`config.mk`:
```
export PLATFORM = sky130hd
export DESIGN_NAME = seq_barrel_shifter_flat
export DESIGN_NICKNAME = d
export VERILOG_FILES = /design/src/rtl/seq_barrel_shifter_if.sv /design/src/rtl/seq_barrel_shifter.sv /design/src/flat_wrapper.sv
export SDC_FILE = /design/constraint.sdc
export NUM_CORES = 1
export LEC_CHECK = 0
export ABC_AREA = 1
export CORE_MARGIN = 4
export CORE_UTILIZATION = 50
export DETAILED_ROUTE_END_ITERATION = 10
export GPL_ROUTABILITY_DRIVEN = 0
export PLACE_DENSITY = 0.84
export SKIP_LAST_GASP = 1
export SLEW_MARGIN = 20
export SYNTH_ARGS = -nofsm -noshare
export SYNTH_HDL_FRONTEND = slang
export SYNTH_SLANG_ARGS = --single-unit
```
`constraint.sdc`:
```
create_clock -name clk -period 2.35 [get_ports clk]
set_clock_uncertainty 0.05 [all_clocks]
set_input_delay 0.3525 -clock clk [delete_from_list [all_inputs] [get_ports clk]]
set_output_delay 0.3525 -clock clk [all_outputs]
set_load 0.005 [all_outputs]
```
`src/rtl/seq_barrel_shifter_if.sv`:
```
// Operand/result bus for seq_barrel_shifter: start/busy/done handshake plus
// shift request fields and the registered result.
interface seq_barrel_shifter_if #(
    parameter int unsigned WIDTH = 8,
    parameter int unsigned AMT_W = 4
);
    logic             start;
    logic [1:0]       mode;
    logic [AMT_W-1:0] amount;
    logic [WIDTH-1:0] din;
    logic             busy;
    logic             done;
    logic [WIDTH-1:0] dout;
    logic             sout;

    modport master (
        output start, mode, amount, din,
        input  busy, done, dout, sout
    );

    modport slave (
        input  start, mode, amount, din,
        output busy, done, dout, sout
    );
endinterface

```
`src/rtl/seq_barrel_shifter.sv`:
```
// Multi-cycle shifter: one bit position per clock for a programmable amount.
// Optional feature macro SHIFT_ROTATE_EN enables rotate-left on mode 2'b11.
module seq_barrel_shifter #(
    parameter int unsigned WIDTH = 8,
    parameter int unsigned AMT_W = 4
) (
    input logic                 clk,
    input logic                 rst_n,
    seq_barrel_shifter_if.slave bus
);

    localparam logic [1:0] MODE_LSL = 2'b00;
    localparam logic [1:0] MODE_LSR = 2'b01;
    localparam logic [1:0] MODE_ASR = 2'b10;
`ifdef SHIFT_ROTATE_EN
    localparam logic [1:0] MODE_ROL = 2'b11;
`endif

    typedef enum logic {
        S_IDLE  = 1'b0,
        S_SHIFT = 1'b1
    } state_e;

    state_e           state_q, state_d;
    logic [AMT_W-1:0] cnt_q,   cnt_d;
    logic [1:0]       mode_q,  mode_d;
    logic [WIDTH-1:0] dout_q,  dout_d;
    logic             sout_q,  sout_d;
    logic             busy_q,  busy_d;
    logic             done_q,  done_d;

    logic [WIDTH-1:0] step_val;
    logic             step_bit;

    // One-position shift of the current result per latched mode; unlisted modes act as LSL.
    always_comb begin
        step_val = {dout_q[WIDTH-2:0], 1'b0};
        step_bit = dout_q[WIDTH-1];
        case (mode_q)
            MODE_LSL: begin
                step_val = {dout_q[WIDTH-2:0], 1'b0};
                step_bit = dout_q[WIDTH-1];
            end
            MODE_LSR: begin
                step_val = {1'b0, dout_q[WIDTH-1:1]};
                step_bit = dout_q[0];
            end
            MODE_ASR: begin
                step_val = {dout_q[WIDTH-1], dout_q[WIDTH-1:1]};
                step_bit = dout_q[0];
            end
`ifdef SHIFT_ROTATE_EN
            MODE_ROL: begin
                step_val = {dout_q[WIDTH-2:0], dout_q[WIDTH-1]};
                step_bit = dout_q[WIDTH-1];
            end
`endif
            default: begin
                step_val = {dout_q[WIDTH-2:0], 1'b0};
                step_bit = dout_q[WIDTH-1];
            end
        endcase
    end

    // Next-state and registered-output logic.
    always_comb begin
        state_d = state_q;
        cnt_d   = cnt_q;
        mode_d  = mode_q;
        dout_d  = dout_q;
        sout_d  = sout_q;
        busy_d  = busy_q;
        done_d  = 1'b0;

        case (state_q)
            S_IDLE: begin
                if (bus.start) begin
                    dout_d  = bus.din;
                    cnt_d   = bus.amount;
                    mode_d  = bus.mode;
                    sout_d  = 1'b0;
                    busy_d  = 1'b1;
                    state_d = S_SHIFT;
                end
            end
            S_SHIFT: begin
                if (cnt_q != AMT_W'(0)) begin
                    dout_d = step_val;
                    sout_d = step_bit;
                    cnt_d  = cnt_q - AMT_W'(1);
                end else begin
                    busy_d  = 1'b0;
                    done_d  = 1'b1;
                    state_d = S_IDLE;
                end
            end
            default: begin
                busy_d  = 1'b0;
                state_d = S_IDLE;
            end
        endcase
    end

    // Synchronous active-low reset discards any operation in flight.
    always_ff @(posedge clk) begin
        if (!rst_n) begin
            state_q <= S_IDLE;
            cnt_q   <= '0;
            mode_q  <= MODE_LSL;
            dout_q  <= '0;
            sout_q  <= 1'b0;
            busy_q  <= 1'b0;
            done_q  <= 1'b0;
        end else begin
            state_q <= state_d;
            cnt_q   <= cnt_d;
            mode_q  <= mode_d;
            dout_q  <= dout_d;
            sout_q  <= sout_d;
            busy_q  <= busy_d;
            done_q  <= done_d;
        end
    end

    assign bus.busy = busy_q;
    assign bus.done = done_q;
    assign bus.dout = dout_q;
    assign bus.sout = sout_q;

endmodule

```
`src/flat_wrapper.sv`:
```
// flat-port wrapper written by rule: the top's interface ports become plain ports
module seq_barrel_shifter_flat 
#(
    parameter int unsigned WIDTH = 8,
    parameter int unsigned AMT_W = 4
)
  (clk, rst_n, bus_start, bus_mode, bus_amount, bus_din, bus_busy, bus_done, bus_dout, bus_sout);
  seq_barrel_shifter_if #(.WIDTH(WIDTH), .AMT_W(AMT_W)) bus_i ();
  input logic clk;
  input logic rst_n;
  input wire logic [$bits(bus_i.start)-1:0] bus_start;
  input wire logic [$bits(bus_i.mode)-1:0] bus_mode;
  input wire logic [$bits(bus_i.amount)-1:0] bus_amount;
  input wire logic [$bits(bus_i.din)-1:0] bus_din;
  output wire logic [$bits(bus_i.busy)-1:0] bus_busy;
  output wire logic [$bits(bus_i.done)-1:0] bus_done;
  output wire logic [$bits(bus_i.dout)-1:0] bus_dout;
  output wire logic [$bits(bus_i.sout)-1:0] bus_sout;
  assign bus_i.start = bus_start;
  assign bus_i.mode = bus_mode;
  assign bus_i.amount = bus_amount;
  assign bus_i.din = bus_din;
  assign bus_busy = bus_i.busy;
  assign bus_done = bus_i.done;
  assign bus_dout = bus_i.dout;
  assign bus_sout = bus_i.sout;
  seq_barrel_shifter #(.WIDTH(WIDTH), .AMT_W(AMT_W)) u_core (.clk(clk), .rst_n(rst_n), .bus(bus_i));
endmodule
```
Yosys cells after proc, flatten, opt, wreduce, memory -nomap -nowiden
Cells that the tools add are included. W data, S select, Z words.

ROM bits: 0. Logic and storage cells: 41. Register bits after elaboration: 18. Memories: 0. Bits in writable memories: 0. Output and inout bits: 11. Latch bits: 0.

$add $sub $neg: 1. Divide/modulo/power cells: 0. Order comparisons: 0. Multiplexer cells: 18. Bitwise gates (word level): 1. $mul: 0. Reductions and logical operators: 7. Shift operators: 0. Eq/ne operators: 6.

Operators by type and width (number): $pmux W8 S2 (2); $mux W8 (2); $mux W1 (8); $mux W4 (2); $ne A2 B2 Y1 const B (4); $pmux W4 S2 (1); $reduce_and A2 Y1 (4); $pmux W1 S2 (3); $reduce_bool A4 Y1 (1); $sub A4 B1 Y4 const B (1); $reduce_and A3 Y1 (1); $eq A2 B1 Y1 const B (1); $eq A2 B2 Y1 const B (1); $reduce_or A2 Y1 (1); $not A1 Y1 (1).

Longest topological paths before layout
Depth after elaboration: 5. Depth in mapped cells: 9. Gate-level depth less buffers: 8.

Worst setup path before layout
OpenSTA, ideal clock, no wires.

Path kind: register -> register. Start: register u_core.mode_q[0]. End: register u_core.sout_q (netlist: u_core.bus.sout). Data required time: 2.230 ns. Cell stages (with the launch flop): 9. Path slack: 1.014 ns. Library setup time: 0.070 ns. Data arrival time: 1.216 ns. Clock period less this slack: 1.336 ns. Path through: dfxtp_1 inv_1 ha_1 buf_2 inv_1 nand2_1 nand2_1 nand3_1 a21oi_1.

Word-level cells in the longest chain between the ends: 5.

Ends and longest elaborated chain: start: declaration (RTL line seq_barrel_shifter.sv:26) `logic [1:0] mode_q, mode_d;`; start signal: assignment (RTL line seq_barrel_shifter.sv:117) `mode_q <= mode_d;`; $eq A2 B1 Y1 or $eq A2 B2 Y1 (tied branches) (RTL line seq_barrel_shifter.sv:39) `case (mode_q)`; $reduce_or A2 Y1 (no source line) (*); $mux W1 (*) (RTL line seq_barrel_shifter.sv:39); $mux W1 (*) (RTL line seq_barrel_shifter.sv:87) `if (cnt_q != AMT_W'(0)) begin`; $pmux W1 S2 (*) (RTL line seq_barrel_shifter.sv:75) `case (state_q)`; end signal: assignment (RTL line seq_barrel_shifter.sv:119) `sout_q <= sout_d;`; end: declaration (RTL line seq_barrel_shifter.sv:28) `logic sout_q, sout_d;`.

Every way passes the cells marked *; elsewhere a longest branch is shown, timed or not. The select of a mux whose other input is x is not followed. A chain may end at the register's enable or synchronous reset.

Worst setup path in the final report
Start: register u_core.dout_q[7] (netlist: u_core.bus.dout[7]). End: output port bus_dout[7].

RTL lines: start: declaration (RTL line seq_barrel_shifter.sv:27) `logic [WIDTH-1:0] dout_q, dout_d;`; start signal: assignment (RTL line seq_barrel_shifter.sv:118) `dout_q <= dout_d;`; end: declaration (RTL line flat_wrapper.sv:17) `output wire logic [$bits(bus_i.dout)-1:0] bus_dout;`.

No word-level cell between the ends.

==> metrics.txt <==
status=completed; Setup-failing EPs final=0; Worst-Margin Slew=0.4361 ns; initial antenna violation count=0; largest area contributor in the netlist=dfxtp_1; num rows=15; Port-buffer cells=27; DR WL met3=151 µm; flops & latches, synth=18; Mapped Cells=147; first-pass GRT wire length=3912 µm; top_reg_cell synth=dfxtp_1; Fin. Hold Viols=0; Total Wirelength=2430 µm; worst skew pair latency=0.29 ns; post-DR vias/cell=5.291; Finished Core Util=70.10%; CTS Buf Count=3; Netlist Area Pre-Place=0.001003 mm²; final setup TNS=0 ns; Distinct cells, synth=20; pin count of the biggest net entering global routing=16; fin nets=193; Critical Path Sink Type=primary output; Worst setup SP type=flop; top-level I/O count=28; Post-synth EDFFs=0; vias in the first global route=913; Power, Total=0.0007987 W; Tcrit/Tclk final=68.99%; initial core utilization=55.12%; family with the most delay on the worst path=buffers and inverters; Syn Area/Cell=6.826 µm²; min Tclk post-route=1.621 ns; max-slew violations=0; design area=0.001276 mm²; All-Layer GR Usage=18.67%; CTS root buf=clkbuf_4; Crit path arrival time=1.22 ns; Area after DPL=0.001254 mm²; critical path required time=1.95 ns; fraction of layout cells with a size suffix above 1=7.018%; post-DP HPWL=1818 µm; total setup buffers inserted after CTS=0; CTS clk-pin slew, worst paths=0.10 ns; Synth top area share=35.91%; DRT met1 WL=1040 µm; Top Metal Used=met4; top cells by area, synth=dfxtp_1, nand3_1, nor2_1, nand2_1, o21ai_1; area of the die=0.002788 mm²; Iter 0 DRT Violations=25; post-CTS sizing=0; TritonCTS Sinks=18; core area=0.001821 mm²; Setup CP Type=reg2out; first-pass iteration count of the detailed router=4; critical path fanouts, max=4; peak supply drop=0.4690 mV; Slew Limit Headroom=70.84%; CP Cell Sequence=clkdlybuf4s50_1; htree depth=1; buffers from clock root to sink, at most=2; share of the yosys chip area belonging to registers=35.91%; antenna viol nets, final=0; CTS tree=done; most frequent cell after synthesis=nor2_1; vias=1,037; Fmax=0.6168 GHz; commonest cells in the netlist=nor2_1, nand2_1, nand3_1; Synth Net Count=167; Async S/R FF share, synth=0%; slowest CP cell=clkdlybuf4s50_1; HP Class=reg2reg; RSZ-0062 raised after global routing=no; CP Buf/Inv Count=1; Post-CTS Hold Buffers=0; pwr dens=625.8 mW/mm²; yosys warns=0; die height=52.80 µm; Met2 Wirelength=1222 µm; GRT overflow=0; WL/cell=12.40 µm; die width=52.80 µm; # diodes=0; max incr delay on CP=0.53 ns; # DRC=0; Max Cap Viol=0; area grow syn2layout=27.18%; Leakage=0.5526 nW
-- registers in the layout, indices dropped and copies added (netlist names) --
name / cells
u_core.bus.busy: 1
u_core.bus.done: 1
u_core.bus.dout: 8
u_core.bus.sout: 1
u_core.cnt_q: 4
u_core.mode_q: 2
u_core.state_q: 1
-- cells in the final DEF (no fill, tap or decap), drive strengths merged --
cell and instances:
or2 1, a31oi 1, o21ai 17, nand2 27, dfxtp 18, inv 14, buf 1, nand3 20
ha 3, clkbuf 3, nor2 27, a21oi 5, clkdlybuf4s50 27, nand4 7
-- final cells by class --
cell class | instances | area, µm²
Clock buffer | 3 | 22.52
Tap cell | 25 | 31.28
Timing Repair Buffer | 28 | 277.8
Inverter | 14 | 55.05
Fill cell | 173 | 544.3
Multi-Input combinational cell | 108 | 529.3
Sequential cell | 18 | 360.3
-- kinds of logic after synthesis --
| family | count (synthesis) | synth area share [%] |
|---|---|---|
| and+or+nand+nor | 82 | 37.41 |
| adders and majority gates | 3 | 3.741 |
| buffers and inverters | 21 | 11.35 |
| AOI/OAI and AO/OA | 23 | 11.60 |
| DFF | 18 | 35.91 |
-- routing by layer --
| metal | vias to the layer above | GRT usage (%) |
|---|---|---|
| met1 | 466 | 22.20 |
| met4 | 0 | 3.830 |
| li1 | 537 | - |
| met3 | 2 | 3.704 |
| met5 | - | 0 |
| met2 | 32 | 34.09 |
-- per-stage QoR --
| stage | setup WS [ns] | hold WS (ns) | instances |
|---|---|---|---|
| 2_1_floorplan | 1.014 | 0.4006 | 147 |
| 3_3_place_gp | 0.8059 | 0.4086 | 193 |
| 3_5_place_dp | 0.7742 | 0.4267 | 193 |
| 4_1_cts | 0.7249 | 0.4435 | 196 |
| 5_1_grt | 0.6383 | 0.4645 | 196 |
| 6_report | 0.7286 | 0.4431 | 196 |
-- power breakdown --
part	internal [W]	switching (W)
Clock	0.0000595	0.0000918
Combinational	0.000124	0.000145
Sequential	0.000342	0.0000367
-- final timing paths --
kind	start	to	slack (ns)	cells after the start
setup / recovery	u_core.bus.dout[7]	bus_dout[7]	0.73	1
hold / removal	u_core.mode_q[1]	u_core.mode_q[1]	0.44	2
setup reg to reg	u_core.mode_q[0]	u_core.bus.sout	0.77	7
hold reg to reg	u_core.mode_q[1]	u_core.mode_q[1]	0.44	2
-- worst reg2reg max path, stage by stage (launching register included) --
cell and delay [ns]:
dfxtp_1 0.34, inv_1 0.06, ha_1 0.42, inv_1 0.26
nand2_1 0.08, nand2_1 0.08, nand3_1 0.07, a21oi_1 0.16
Power figures use the tool's default switching activity.
